--- src/rtl/data_mem_lsu.sv ---
// Load/store unit driving a word-organised data memory: byte/half/word loads
// with lane extraction, word stores, and read-modify-write sub-word stores.
// Optional MISALIGN_TRAP_EN: misaligned half/word accesses complete with resp_err.
module data_mem_lsu #(
    parameter int MEM_DEPTH = 1024
) (
    input  logic        clk,
    input  logic        rst,
    input  logic        req_valid,
    output logic        req_ready,
    input  logic        req_we,
    input  logic [1:0]  req_size,
    input  logic        req_unsigned,
    input  logic [31:0] req_addr,
    input  logic [31:0] req_wdata,
    output logic        resp_valid,
    output logic [31:0] resp_rdata,
    output logic        resp_err,
    output logic [31:0] mem_address,
    output logic [31:0] mem_write_data,
    output logic        mem_write_en,
    input  logic [31:0] mem_read_data
);

    localparam int IDX_W = $clog2(MEM_DEPTH);

    typedef enum logic [1:0] {
        ST_IDLE  = 2'd0,
        ST_READ  = 2'd1,
        ST_WRITE = 2'd2,
        ST_RESP  = 2'd3
    } state_t;

    state_t      state_r, state_s;
    logic        we_r, uns_r;
    logic [1:0]  size_r, lane_r;
    logic        accept_s, trap_s, err_s;
    logic [31:0] idx_s, rdata_s, wdata_s;
    logic        ready_r, resp_valid_r, resp_err_r, mem_write_en_r;
    logic [31:0] resp_rdata_r, mem_address_r, mem_write_data_r;
    logic        unused_addr_s;

    // Extract the addressed lane of a word and extend it to 32 bits.
    function automatic logic [31:0] load_extend(input logic [31:0] word, input logic [1:0] lane,
                                                input logic [1:0] size, input logic uns);
        logic [7:0]  b;
        logic [15:0] h;
        logic [31:0] r;
        case (lane)
            2'd0:    b = word[7:0];
            2'd1:    b = word[15:8];
            2'd2:    b = word[23:16];
            2'd3:    b = word[31:24];
            default: b = 8'd0;
        endcase
        h = lane[1] ? word[31:16] : word[15:0];
        case (size)
            2'b00:   r = uns ? {24'd0, b} : {{24{b[7]}}, b};
            2'b01:   r = uns ? {16'd0, h} : {{16{h[15]}}, h};
            default: r = word;
        endcase
        return r;
    endfunction

    // Replace the addressed lane of a word with right-aligned store data.
    function automatic logic [31:0] store_merge(input logic [31:0] word, input logic [1:0] lane,
                                                input logic [1:0] size, input logic [31:0] wdata);
        logic [31:0] r;
        r = word;
        case (size)
            2'b00: begin
                case (lane)
                    2'd0:    r[7:0]   = wdata[7:0];
                    2'd1:    r[15:8]  = wdata[7:0];
                    2'd2:    r[23:16] = wdata[7:0];
                    2'd3:    r[31:24] = wdata[7:0];
                    default: r = word;
                endcase
            end
            2'b01: begin
                if (lane[1]) begin
                    r[31:16] = wdata[15:0];
                end else begin
                    r[15:0] = wdata[15:0];
                end
            end
            default: r = wdata;
        endcase
        return r;
    endfunction

    // Half needs an even address, word (size 10 or 11) needs a word-aligned one.
    function automatic logic is_misaligned(input logic [1:0] size, input logic [1:0] low);
        return ((size == 2'b01) && low[0]) || (size[1] && (low != 2'b00));
    endfunction

    logic [31:0] wdata_hold_r;

`ifdef MISALIGN_TRAP_EN
    assign trap_s = is_misaligned(req_size, req_addr[1:0]);
`else
    assign trap_s = 1'b0;
`endif

    assign idx_s         = {{(32 - IDX_W){1'b0}}, req_addr[IDX_W+1:2]};
    assign unused_addr_s = &{1'b0, req_addr[31:IDX_W+2]};

    // Next state, and the values each output register takes at the coming edge.
    always_comb begin
        state_s  = state_r;
        accept_s = 1'b0;
        err_s    = 1'b0;
        rdata_s  = 32'd0;
        wdata_s  = mem_write_data_r;
        case (state_r)
            ST_IDLE: begin
                if (req_valid) begin
                    accept_s = 1'b1;
                    if (trap_s) begin
                        state_s = ST_RESP;
                        err_s   = 1'b1;
                    end else if (req_we && req_size[1]) begin
                        state_s = ST_WRITE;
                        wdata_s = req_wdata;
                    end else begin
                        state_s = ST_READ;
                    end
                end else begin
                    state_s = ST_IDLE;
                end
            end
            ST_READ: begin
                if (we_r) begin
                    state_s = ST_WRITE;
                    wdata_s = store_merge(mem_read_data, lane_r, size_r, wdata_hold_r);
                end else begin
                    state_s = ST_RESP;
                    rdata_s = load_extend(mem_read_data, lane_r, size_r, uns_r);
                end
            end
            ST_WRITE: state_s = ST_RESP;
            ST_RESP:  state_s = ST_IDLE;
            default:  state_s = ST_IDLE;
        endcase
    end

    // State, latched request fields and registered outputs.
    always_ff @(posedge clk) begin
        if (!rst) begin
            state_r          <= ST_IDLE;
            we_r             <= 1'b0;
            uns_r            <= 1'b0;
            size_r           <= 2'b00;
            lane_r           <= 2'b00;
            wdata_hold_r     <= 32'd0;
            ready_r          <= 1'b1;
            resp_valid_r     <= 1'b0;
            resp_err_r       <= 1'b0;
            resp_rdata_r     <= 32'd0;
            mem_write_en_r   <= 1'b0;
            mem_address_r    <= 32'd0;
            mem_write_data_r <= 32'd0;
        end else begin
            state_r          <= state_s;
            ready_r          <= (state_s == ST_IDLE);
            resp_valid_r     <= (state_s == ST_RESP);
            mem_write_en_r   <= (state_s == ST_WRITE);
            resp_err_r       <= err_s;
            resp_rdata_r     <= rdata_s;
            mem_write_data_r <= wdata_s;
            if (accept_s) begin
                we_r         <= req_we;
                uns_r        <= req_unsigned;
                size_r       <= req_size;
                lane_r       <= req_addr[1:0];
                wdata_hold_r <= req_wdata;
                if (!trap_s) begin
                    mem_address_r <= idx_s;
                end
            end
        end
    end

    assign req_ready      = ready_r;
    assign resp_valid     = resp_valid_r;
    assign resp_rdata     = resp_rdata_r;
    assign resp_err       = resp_err_r;
    assign mem_address    = mem_address_r;
    assign mem_write_data = mem_write_data_r;
    assign mem_write_en   = mem_write_en_r;

endmodule

--- config.mk ---
export PLATFORM = sky130hd
export DESIGN_NAME = data_mem_lsu
export DESIGN_NICKNAME = d
export VERILOG_FILES = /design/src/rtl/data_mem_lsu.sv
export SDC_FILE = /design/constraint.sdc
export NUM_CORES = 1
export LEC_CHECK = 0
export ABC_AREA = 1
export CAP_MARGIN = 10
export CELL_PAD_IN_SITES_DETAIL_PLACEMENT = 1
export CELL_PAD_IN_SITES_GLOBAL_PLACEMENT = 1
export CORE_MARGIN = 1
export CORE_UTILIZATION = 35
export CTS_CLUSTER_DIAMETER = 100
export DETAILED_ROUTE_END_ITERATION = 8
export DONT_BUFFER_PORTS = 1
export GPL_TIMING_DRIVEN = 0
export PLACE_DENSITY = 0.71
export SYNTH_ARGS = -nofsm -noshare
export SYNTH_HDL_FRONTEND = slang
export SYNTH_SLANG_ARGS = --single-unit
--- constraint.sdc ---
create_clock -name clk -period 1.65 [get_ports clk]
set_clock_uncertainty 0.2 [all_clocks]
set_input_delay 0.33 -clock clk [delete_from_list [all_inputs] [get_ports clk]]
set_output_delay 0.33 -clock clk [all_outputs]
set_load 0.02 [all_outputs]
After elaboration in Yosys (flattened, before gate mapping). Cells that the tools add are included.

Register bits after elaboration: 117. Input bits: 103. Output and inout port bits: 100. Word-level logic and storage cells: 56.

Eq/ne operators: 12. Muxes and demuxes: 22. Bitwise operators: 2. Reductions and logical operators: 8.

Operators with widths (number): one-hot mux 32 bit (2 select lines) (3); two-way mux 32 bit (5); two-way mux 16 bit (3); two-way mux 8 bit (4); one-hot mux 8 bit (4 select lines) (1); == test 2 bit (second input constant) (6); zero test 2 bit (4); one-hot mux 2 bit (4 select lines) (1); == test 2 x 1 -> 1 bit (second input constant) (3); inequality test 2 bit (second input constant) (3); two-way mux 2 bit (2); AND reduction 4 bit (1); two-way mux 1 bit (3); OR reduction 3 bit (1); NOT 1 bit (2); nonzero test 2 bit (1); logical AND 1 bit (1).

Depth between registers and ports, before layout. Gate-level depths: netlist of run 1.

Depth after elaboration: 5. Gate-level depth with buffers: 10. Mapped depth without buffers: 9.

Worst setup path after synthesis of run 1. No wires, ideal clock.

Kind: register -> register. Start: reg state_r[1]. End: reg mem_write_data_r[28] (netlist: mem_write_data[28]). Library setup time: 70 ps. Data arrival time: 1392 ps. Setup slack: -12 ps. Stages on the path, launching flop included: 11. Path buffers: 1. Period minus slack after synthesis: 1662 ps. Path through: dfxtp_1 -> inv_1 -> ha_1 -> inv_2 -> nor2_1 -> nor2_1 -> nand2_1 -> buf_2 -> nor2_1 -> nand2_1 -> a21oi_1.

Longest elaborated chain between the ends: 3. Elaborated cells between the ends (all ways): 8.

RTL lines: from (decl) (RTL line 34) `state_t state_r, state_s;`; from (signal assigned) (RTL line 164) `state_r <= state_s;`; == test 2 x 1 -> 1 bit / zero test 2 bit (equally long branches) (RTL line 115) `case (state_r)`; inequality test 2 bit (no line) / nonzero test 2 bit (equally long branches); AND reduction 4 bit (no line); to (signal assigned) (RTL line 170) `mem_write_data_r <= wdata_s;`; to (decl) (RTL line 40) `logic [31:0] resp_rdata_r, mem_address_r, mem_write_data_r;`.

Parallel ways exist; a longest one is shown, timed or not. A chain may end at the register's enable or synchronous reset.

Worst setup path in the final report of run 1.
Start: reg state_r[1]. End: reg mem_write_data_r[7] (netlist: mem_write_data[7]).

Same word-level chain as after synthesis.

==> results of run 1 <==
## cell type report
class	instances	area share, %
multi-input combinational	677	39.5
clock buffer	21	5.46
timing repair buffer	103	12.3
buffer	78	7.08
inverter	82	3.86
sequential	117	27.3
clock inverter	11	1.18
antenna	1	0.0291
timing repair inverter	1	0.0726
tap	220	3.20
## per-layer routing
metal,track usage (%),up-vias,wire [um]
met1,35.4,3282,11200
met5,0,-,0
met4,10.5,0,572
met2,49.5,236,13000
met3,7.82,38,1650
li1,-,3273,-
## cell usage in the layout (no fill, tap or decap), drive strengths merged, types with 4 or more instances in the layout
master / count
nand2: 213
nor2: 155
dfxtp: 117
nand3: 102
inv: 83
dlygate4sd3: 82
a21oi: 74
buf: 72
o21ai: 68
clkbuf: 48
nand4: 26
conb: 23
a22oi: 9
clkinv: 6
clkinvlp: 4
ha: 4
## through the flow
stage / total power [W] / setup TNS [ps]
CTS: 0.0138 / -1080
detailed placement: 0.00906 / -43650
finish: 0.0144 / -3770
global route: 0.0151 / -7430
global placement: 0.00898 / -41880
floorplan: 0.00771 / 0
## worst min path at each step
stage | cells past startpoint | startpoint | to | slack (ps)
after global routing | 4 | req_wdata[26] | mem_write_data[26]$_SDFFE_PN0P_ | 30
final | 4 | req_wdata[2] | mem_write_data[2]$_SDFFE_PN0P_ | 10
after CTS | 4 | req_wdata[19] | mem_write_data[19]$_SDFFE_PN0P_ | 0.1
after detailed placement | 2 | wdata_hold_r[26]$_SDFFE_PN0P_ | wdata_hold_r[26]$_SDFFE_PN0P_ | 270
after floorplan | 2 | wdata_hold_r[17]$_SDFFE_PN0P_ | wdata_hold_r[17]$_SDFFE_PN0P_ | 260
after global placement | 2 | wdata_hold_r[18]$_SDFFE_PN0P_ | wdata_hold_r[18]$_SDFFE_PN0P_ | 270
## worst max-delay path, stage by stage, from the launching register on
cell and delay, ps:
dfxtp_2 350, inv_4 50, ha_4 170, inv_6 80, nor2_4 50, nor2_4 180, nand2_4 130, buf_6 170
nor2_2 90, nand2_1 80, a21oi_2 120
## timing repair
| item | 4_1_cts | 5_1_grt |
|---|---|---|
| gates cloned | 4 | 3 |
| gates resized for setup | 127 | 56 |
| setup endpoints to repair | 115 | 74 |
| hold endpoints to repair | 108 | 0 |
| pin swaps | 13 | 5 |
| buffers inserted | 11 | 5 |
| hold buffers | 82 | 0 |
## where the power goes
part           internal [W]  total, W  leakage [nW]  switching [W]
logic               0.00237   0.00615          2.66        0.00378
clock network       0.00219   0.00368         0.271        0.00149
registers           0.00351   0.00453         0.962        0.00102
total               0.00807    0.0144          3.89        0.00629
## sequential cells by signal, summed over array words and instances, names as in the netlist
name	flops
size_r	2
mem_write_en	1
req_ready	1
resp_rdata	32
mem_write_data	32
lane_r	2
resp_valid	1
uns_r	1
mem_address	10
wdata_hold_r	32
we_r	1
state_r	2
## cells by family (layout without fill, tap and decap cells)
kind of cell / after synthesis / count (layout) / synth area share, %
flip-flops: 117 / 117 / 38.4
adder cells (fa/ha/maj): 4 / 4 / 0.820
AND/OR/NAND/NOR: 496 / 497 / 35.4
other: 1 / 24 / 0.0615
AO/OA/AOI/OAI: 153 / 153 / 13.1
buffers and inverters: 160 / 296 / 12.3
## synthesized netlist by cell type
master,count
a21oi_1,74
a22oi_1,9
buf_1,4
buf_2,19
buf_4,27
buf_6,3
clkbuf_1,25
clkinv_1,2
conb_1,1
dfxtp_1,117
ha_1,4
inv_1,73
inv_2,7
nand2_1,207
nand2_2,5
nand3_1,89
nand3_2,12
nand3_4,1
nand4_1,26
nor2_1,152
nor2_2,1
nor2_4,2
o21ai_0,66
o21ai_1,1
o21ai_2,1
o21bai_1,1
o31ai_1,1
or2_2,1
==> run summary, run 1 <==
Final Hold Fails = 0
insertion delay to the later sink of the worst-skew pair = 430 ps
outcome = complete, but fails checks
Yosys warnings = 0
slew margin rel. = 59.3%
synthesized instance count = 931
Worst-path clk slew = 60 ps
Fillers = 2152
CTS max path bufs = 2
Worst Setup End Kind = register
startpoint types = register
Pleak = 3.89 nW
layout cell share with drive strength beyond 1 = 20.6%
reg2reg end = mem_write_data[7]$_SDFFE_PN0P_
MaxCap Viol Count = 0
Achievable Freq = 0.569 GHz
synthesized area = 0.00610 sq mm
drc violations = 0
Area growth, synth to finish = 41.2%
post-route antenna net violation count = 0
worst slack, placed = -634 ps
routed via count = 6829
critical path required time = 1810 ps
r2r startpoint = state_r[1]$_SDFF_PN0_
Final min period = 1760 ps
Crit Path Max Fanout = 5
r2r setup slk = -110 ps
failing checks = negative setup slack
largest net degree at the start of global routing = 17
register area = 0.00235 sq mm
sequential area share after synthesis = 38.4%
area of the multi-input gates = 0.00340 sq mm
post-synth cell types = 28
clk sinks = 117
Die Width = 134 um
initial antenna violation count = 1
drt pass-1 iters = 5
R2R depth = 10
Synth area leaders = dfxtp_1 (38%), nand2_1 (13%), nor2_1 (9.4%)
Synth top area share = 38.4%
post-route clock period utilization = 107%
arrival time at the worst endpoint = 1920 ps
drt total wl = 26.4 mm
final instance area = 0.00861 sq mm
worst setup path end = mem_write_data[7]$_SDFFE_PN0P_
placed instance area = 0.00648 sq mm
vias in the first global route = 6852
CP Class = reg2reg
FP Rows = 47
Peak VDD IR = 0.000912 V
dominant cell type by area after synthesis = dfxtp_1
post-layout util = 51.2%
Die ar. = 0.0180 sq mm
number of CTS-inserted buffers = 17
max-slew violations = 0
area of the core = 0.0168 sq mm
Total GRT Usage = 29.2%
synthesized area per cell = 6.55 sq um
vias per inst = 5.21
Die H = 134 um
hpwl dp = 18.2 mm
Layout Cells excl Fill = 1311
routed len/inst = 20.2 um
CTS tree = done
Initial Util = 36.3%
I/O pins = 203
final hold slack = 14.0 ps
Post-Place Cells = 1173
synthesized flop and latch total = 117
Final Wtd Congestion = 0.913
Layout Nets = 1184
pwr dens = 1670 mW/mm^2
unrepaired setup endpoints after global routing = yes
HP Class = in2reg
CP startpoint = state_r[1]$_SDFF_PN0_
global-route wire length before repair = 39.1 mm
Worst Setup Slack, final = -107 ps
Least-Margin Pin Slew = 610 ps
# port buffers = 0
H-tree levels = 4
endpoints failing setup = 55
gr ovfl total = 0
Iter 0 DRT Violations = 439
Root Buffer = clkbuf_16
Power figures use the tool's default switching activity.
==> run 2, diff against run 1 <==
--- a/config.mk
+++ b/config.mk
@@ -6,16 +6,16 @@
 export NUM_CORES = 1
 export LEC_CHECK = 0
 export ABC_AREA = 1
-export CAP_MARGIN = 10
+export CAP_MARGIN = 5
 export CELL_PAD_IN_SITES_DETAIL_PLACEMENT = 1
 export CELL_PAD_IN_SITES_GLOBAL_PLACEMENT = 1
 export CORE_MARGIN = 1
-export CORE_UTILIZATION = 35
+export CORE_UTILIZATION = 43
 export CTS_CLUSTER_DIAMETER = 100
 export DETAILED_ROUTE_END_ITERATION = 8
 export DONT_BUFFER_PORTS = 1
 export GPL_TIMING_DRIVEN = 0
-export PLACE_DENSITY = 0.71
+export PLACE_DENSITY = 0.81
 export SYNTH_ARGS = -nofsm -noshare
 export SYNTH_HDL_FRONTEND = slang
 export SYNTH_SLANG_ARGS = --single-unit
==> constraint.sdc (replaced) <==
create_clock -name clk -period 1.9 [get_ports clk]
set_clock_uncertainty 0.2 [all_clocks]
set_input_delay 0.38 -clock clk [delete_from_list [all_inputs] [get_ports clk]]
set_output_delay 0.38 -clock clk [all_outputs]
set_load 0.02 [all_outputs]
==> run 2 against run 1 <==
The flow finishes with violations (negative hold slack). Final area decreased by 9.8%. Routed wire length decreased by 9.2%. Clock power fell by 21%. Clock-buffer cell count grew 6.
==> run summary, run 2 (synthesis gave the netlist of run 1 again) <==
Worst-path clk slew = 60 ps (about the same)
global-route wire length before repair = 35.2 mm (was 39.1 mm)
arrival time at the worst endpoint = 2020 ps (was 1920 ps)
Least-Margin Pin Slew = 589 ps (was 610 ps)
Worst Setup Slack, final = 27.5 ps (was -107 ps)
commonest non-fill, non-tap cells in the layout = nand2_1 (204), nor2_1 (148), dfxtp_1 (115) (was nand2_1 (199), nor2_1 (130), dfxtp_1 (112))
Final Wtd Congestion = 0.941 (was 0.913)
initial antenna violation count = 0 (was 1)
Final min period = 1870 ps (was 1760 ps)
startpoint types = register (unchanged)
hpwl dp = 17.2 mm (was 18.2 mm)
slew margin rel. = 60.3% (was 59.3%)
Die ar. = 0.0147 sq mm (was 0.0180 sq mm)
Antenna Cells = 0 (was 1)
Achievable Freq = 0.534 GHz (was 0.569 GHz)
max-slew violations = 0 (unchanged)
routed len/inst = 19.4 um (was 20.2 um)
number of CTS-inserted buffers = 17 (unchanged)
CP top delay family = simple AND/OR/NAND/NOR gates (unchanged)
post-route antenna net violation count = 0 (unchanged)
GR Util met1 = 40.2% (was 35.4%)
HP Class = in2reg (unchanged)
r2r startpoint = lane_r[0]$_SDFFE_PN0P_ (was state_r[1]$_SDFF_PN0_)
vias in the first global route = 6368 (was 6852)
Root Buffer = clkbuf_16 (unchanged)
Initial Util = 44.0% (was 36.3%)
Total GRT Usage = 32.2% (was 29.2%)
critical path required time = 2050 ps (was 1810 ps)
drt pass-1 iters = 4 (was 5)
final hold slack = -1.56 ps (was 14.0 ps)
Crit Path Max Fanout = 10 (was 5)
Layout Cells excl Fill = 1236 (was 1311)
post-route clock period utilization = 98.6% (was 107%)
Tot Pwr = 0.0112 W (was 0.0144 W)
gr ovfl total = 0 (unchanged)
GR peak layer = met2 (unchanged)
pwr dens = 1440 mW/mm^2 (was 1670 mW/mm^2)
worst stage delay on the critical path = 360 ps (was 350 ps)
insertion delay to the later sink of the worst-skew pair = 430 ps (about the same)
Final Hold Fails = 1 (was 0)
area of the core = 0.0139 sq mm (was 0.0168 sq mm)
layout cell share with drive strength beyond 1 = 13.0% (was 20.6%)
Worst Setup End Kind = register (unchanged)
reg2reg end = mem_write_data[0]$_SDFFE_PN0P_ (was mem_write_data[7]$_SDFFE_PN0P_)
M3 GR Usage = 7.24% (was 7.82%)
FP Rows = 43 (was 47)
endpoints failing setup = 0 (was 55)
# port buffers = 0 (unchanged)
Area growth, synth to finish = 27.4% (was 41.2%)
failing checks = negative hold slack (was negative setup slack)
Iter 0 DRT Violations = 378 (was 439)
cell chain of the critical path = inv_1 -> nand2_1 -> nand2_2 -> buf_2 -> nand3_1 -> nand3_1 -> nand2_1 -> a21oi_1 (was inv_4 -> ha_4 -> inv_6 -> nor2_4 -> nor2_4 -> nand2_4 -> buf_6 -> nor2_2 -> nand2_1 -> a21oi_2)
R2R depth = 8 (was 10)
largest net degree at the start of global routing = 17 (unchanged)
r2r setup slk = 30 ps (was -110 ps)
Fillers = 1855 (was 2152)
CTS max path bufs = 2 (unchanged)
Worst path depth = 8 (was 10)
Post-Place Cells = 1133 (was 1173)
Pleak = 3.61 nW (was 3.89 nW)
vias per inst = 5.34 (was 5.21)
Die Width = 121 um (was 134 um)
post-layout util = 56.0% (was 51.2%)
Layout Nets = 1152 (was 1184)
most common cell after layout, fill and taps aside = nand2_1 (unchanged)
Worst Path Buf+Inv = 2 (was 3)
worst setup path end = mem_write_data[0]$_SDFFE_PN0P_ (was mem_write_data[7]$_SDFFE_PN0P_)
CP Class = reg2reg (unchanged)
drt total wl = 24.0 mm (was 26.4 mm)
CTS tree = done (unchanged)
CP startpoint = lane_r[0]$_SDFFE_PN0P_ (was state_r[1]$_SDFF_PN0_)
M2 GR Usage = 53.7% (was 49.5%)
I/O pins = 203 (unchanged)
outcome = complete, but fails checks (unchanged)
H-tree levels = 4 (unchanged)
Peak VDD IR = 0.000801 V (was 0.000912 V)
unrepaired setup endpoints after global routing = yes (unchanged)
clk sinks = 117 (unchanged)
Slowest-stage cell, CP = dfxtp_1 (was dfxtp_2)
Die H = 121 um (was 134 um)
drc violations = 0 (unchanged)
routed via count = 6595 (was 6829)
MaxCap Viol Count = 0 (unchanged)
worst slack, placed = -349 ps (was -634 ps)
-- run 2: final cells by class --
cell class | instances | area (sq um) | area share (%)
multi-input cells | 676 | 3160 | 40.6
flip-flops and latches | 117 | 2340 | 30.2
repair buffers | 73 | 718 | 9.24
clock buffers | 27 | 503 | 6.47
plain buffers | 78 | 489 | 6.30
inverters | 82 | 312 | 4.01
well taps | 180 | 225 | 2.90
clock inverters | 3 | 20.0 | 0.258
-- run 2: layer usage --
layer,part of all wire [%],vias to the layer above
li1,-,3190
met1,43,3151
met2,48,217
met3,6.1,37
met4,2.7,0
met5,0,-
-- run 2: power breakdown --
part	internal (W)	total, W	switching (W)
registers	0.00305	0.00391	0.000869
logic	0.00146	0.00435	0.00288
clock network	0.00179	0.00291	0.00113
-- run 2: worst min path at each step --
stage / startpoint / depth (start not counted) / to
6_report: mem_read_data[25] / 4 / resp_rdata[25]$_SDFF_PP0_
5_1_grt: req_size[0] / 2 / size_r[0]$_SDFFE_PN0P_
4_1_cts: mem_read_data[11] / 2 / resp_rdata[11]$_SDFF_PP0_
3_5_place_dp: wdata_hold_r[27]$_SDFFE_PN0P_ / 2 / wdata_hold_r[27]$_SDFFE_PN0P_
3_3_place_gp: wdata_hold_r[19]$_SDFFE_PN0P_ / 2 / wdata_hold_r[19]$_SDFFE_PN0P_
2_1_floorplan: wdata_hold_r[17]$_SDFFE_PN0P_ / 2 / wdata_hold_r[17]$_SDFFE_PN0P_
-- run 2: worst min-delay path: stages --
cell and delay [ps]:
nand2_1 40, nand3_2 60, nand2_1 50, inv_1 50
-- run 2: per-stage QoR --
step / setup TNS, ps / cell area [sq um]
floorplan: 0 / 6180
global placement: -11230 / 6410
detailed placement: -13950 / 6410
CTS: 0 / 7650
global route: -231 / 7770
finish: 0 / 7770
-- run 2: what timing repair did --
| action | 4_1_cts | 5_1_grt |
|---|---|---|
| hold buffers | 68 | 0 |
| setup endpoints to repair | 91 | 107 |
| setup buffers | 1 | 4 |
| pin swaps | 0 | 2 |
| resized for setup | 18 | 45 |
| hold endpoints to repair | 72 | 0 |
==> run 3, diff against run 2 <==
--- a/config.mk
+++ b/config.mk
@@ -11,7 +11,7 @@
 export CELL_PAD_IN_SITES_GLOBAL_PLACEMENT = 1
 export CORE_MARGIN = 1
 export CORE_UTILIZATION = 43
-export CTS_CLUSTER_DIAMETER = 100
+export CTS_CLUSTER_SIZE = 20
 export DETAILED_ROUTE_END_ITERATION = 8
 export DONT_BUFFER_PORTS = 1
 export GPL_TIMING_DRIVEN = 0
==> results of run 3 <==
No change in the layout: final DEF, timing and power equal those of run 2.
==> RTL edit: new RTL, config.mk and constraints of run 1 <==
Add a define of `MISALIGN_TRAP_EN`.
--- a/src/rtl/data_mem_lsu.sv
+++ b/src/rtl/data_mem_lsu.sv
@@ -1,6 +1,8 @@
 // Load/store unit driving a word-organised data memory: byte/half/word loads
 // with lane extraction, word stores, and read-modify-write sub-word stores.
 // Optional MISALIGN_TRAP_EN: misaligned half/word accesses complete with resp_err.
+`define MISALIGN_TRAP_EN
+
 module data_mem_lsu #(
     parameter int MEM_DEPTH = 1024
 ) (
Formal check against the unedited RTL: not equivalent (a bounded check fails within 4 cycles, from zero or initial values and one cycle with rst low).
==> RTL edit against run 1 <==
The run still ends with negative setup slack left; routed wire length up 15%; final cell count up 7.4%; total power down 30%; cell area up 11%; worst setup slack worse by 0.12 ns; synthesized area up 4.6%; sequential share of layout area down 2.4 points; count of clock-buffer cells in the layout down 4; sequential cell count up 1; sequential power down 23%.
==> RTL edit: results (changes against run 1) <==
| Metric | Value |
|---|---|
| Layout cells sized above 1 | 0.264 (+0.0574) |
| # clock sinks | 118 (+0.85%) |
| Overall Power | 10100 uW (-30%) |
| Total track usage | 0.312 (+0.0201) |
| Clock power share | 0.351 (+0.095) |
| Setup TNS Final | -8.87 ns (-5.10 ns) |
| Final worst setup slack | -0.223 ns (-0.115 ns) |
| Met2 wire length | 14700 um (+13%) |
| DPL Wire Length | 19100 um (+4.9%) |
| CLK BUF | 17 (-19%) |
| Multi-input combinational cell area | 3970 um^2 (+17%) |
| Sequential share of cell area | 0.249 (-0.0240) |
| NonClk Buf Share | 0.194 (+0.000396) |
| Clock-cell share of area | 0.0574 (-0.00900) |
| Vias after detailed routing | 7682 (+12%) |
| GR Util met1 | 0.362 (+0.00803) |
| # setup viols final | 72 (+31%) |
| Power Dens Cells | 1060 nW/um^2 (-36%) |
| Invs w/o clock | 128 (+54%) |
| Hold-fix buffers, CTS | 81 (-1.2%) |
| Syn Area/Cell | 6.35 um^2 (-3.1%) |
| Synth Area in Adders | 0.00784 (-0.000360) |
| DR iter-0 viols | 639 (+46%) |
| Met3 Use GR | 0.0707 (-0.00749) |
| GR Util met2 | 0.526 (+0.0307) |
| LEAKAGE | 0.00446 uW (+15%) |
| Post-synthesis cell type count | 29 (+3.6%) |
| Fillers | 2229 (+3.6%) |
| Complex-gate fraction of the synthesized area | 0.147 (+0.0162) |
| Repair and plain buffers | 194 (+7.2%) |
| Violated checks | negative setup slack |
| Diodes inserted | 0 (-1) |
| Setup WS pre-CTS | -0.534 ns (+0.0999 ns) |
| Top Layer Used | met5 |
| Total wire length | 30500 um (+15%) |
| Crit path DAT | 2.01 ns (+0.09 ns) |
| Hold WS | 0.0140 ns (-0.0000192 ns) |
| Status | finished, violations left |
| Placed cell areas | 6800 um^2 (+5.0%) |
| Finished Layout Cells | 1408 (+7.4%) |
| First-pass GRT wire length | 43000 um (+10%) |
| Maximum VDD drop | 0.904 mV (-0.85%) |
| Multi-input gates | 707 (+4.4%) |
| Register area share after synthesis | 0.370 (-0.0137) |
| Wl on met1 | 11700 um (+4.7%) |
[RTL edit: cell types whose count changed in the layout (fill, tap and decap cells not counted), moves of 10 or more]
cell / before / now
inv_2: 8 / 21
nand2_4: 6 / 20
nor2_2: 17 / 2
o211ai_1: 0 / 16
a31oi_4: 0 / 12
nand4_1: 26 / 3
or2_2: 1 / 12
inv_1: 68 / 97
a21oi_4: 2 / 12
nand2_1: 199 / 249
nand2_2: 8 / 30
nor2_1: 130 / 82
[RTL edit: path summary, 6_finish.rpt]
check,start,to,cells after the start
max,state_r[1]$_SDFF_PN0_,mem_write_data[6]$_SDFFE_PN0P_,9
min reg2reg,wdata_hold_r[22]$_SDFFE_PN0P_,wdata_hold_r[22]$_SDFFE_PN0P_,2
max reg2reg,state_r[1]$_SDFF_PN0_,mem_write_data[6]$_SDFFE_PN0P_,9
min,mem_read_data[4],mem_write_data[4]$_SDFFE_PN0P_,4
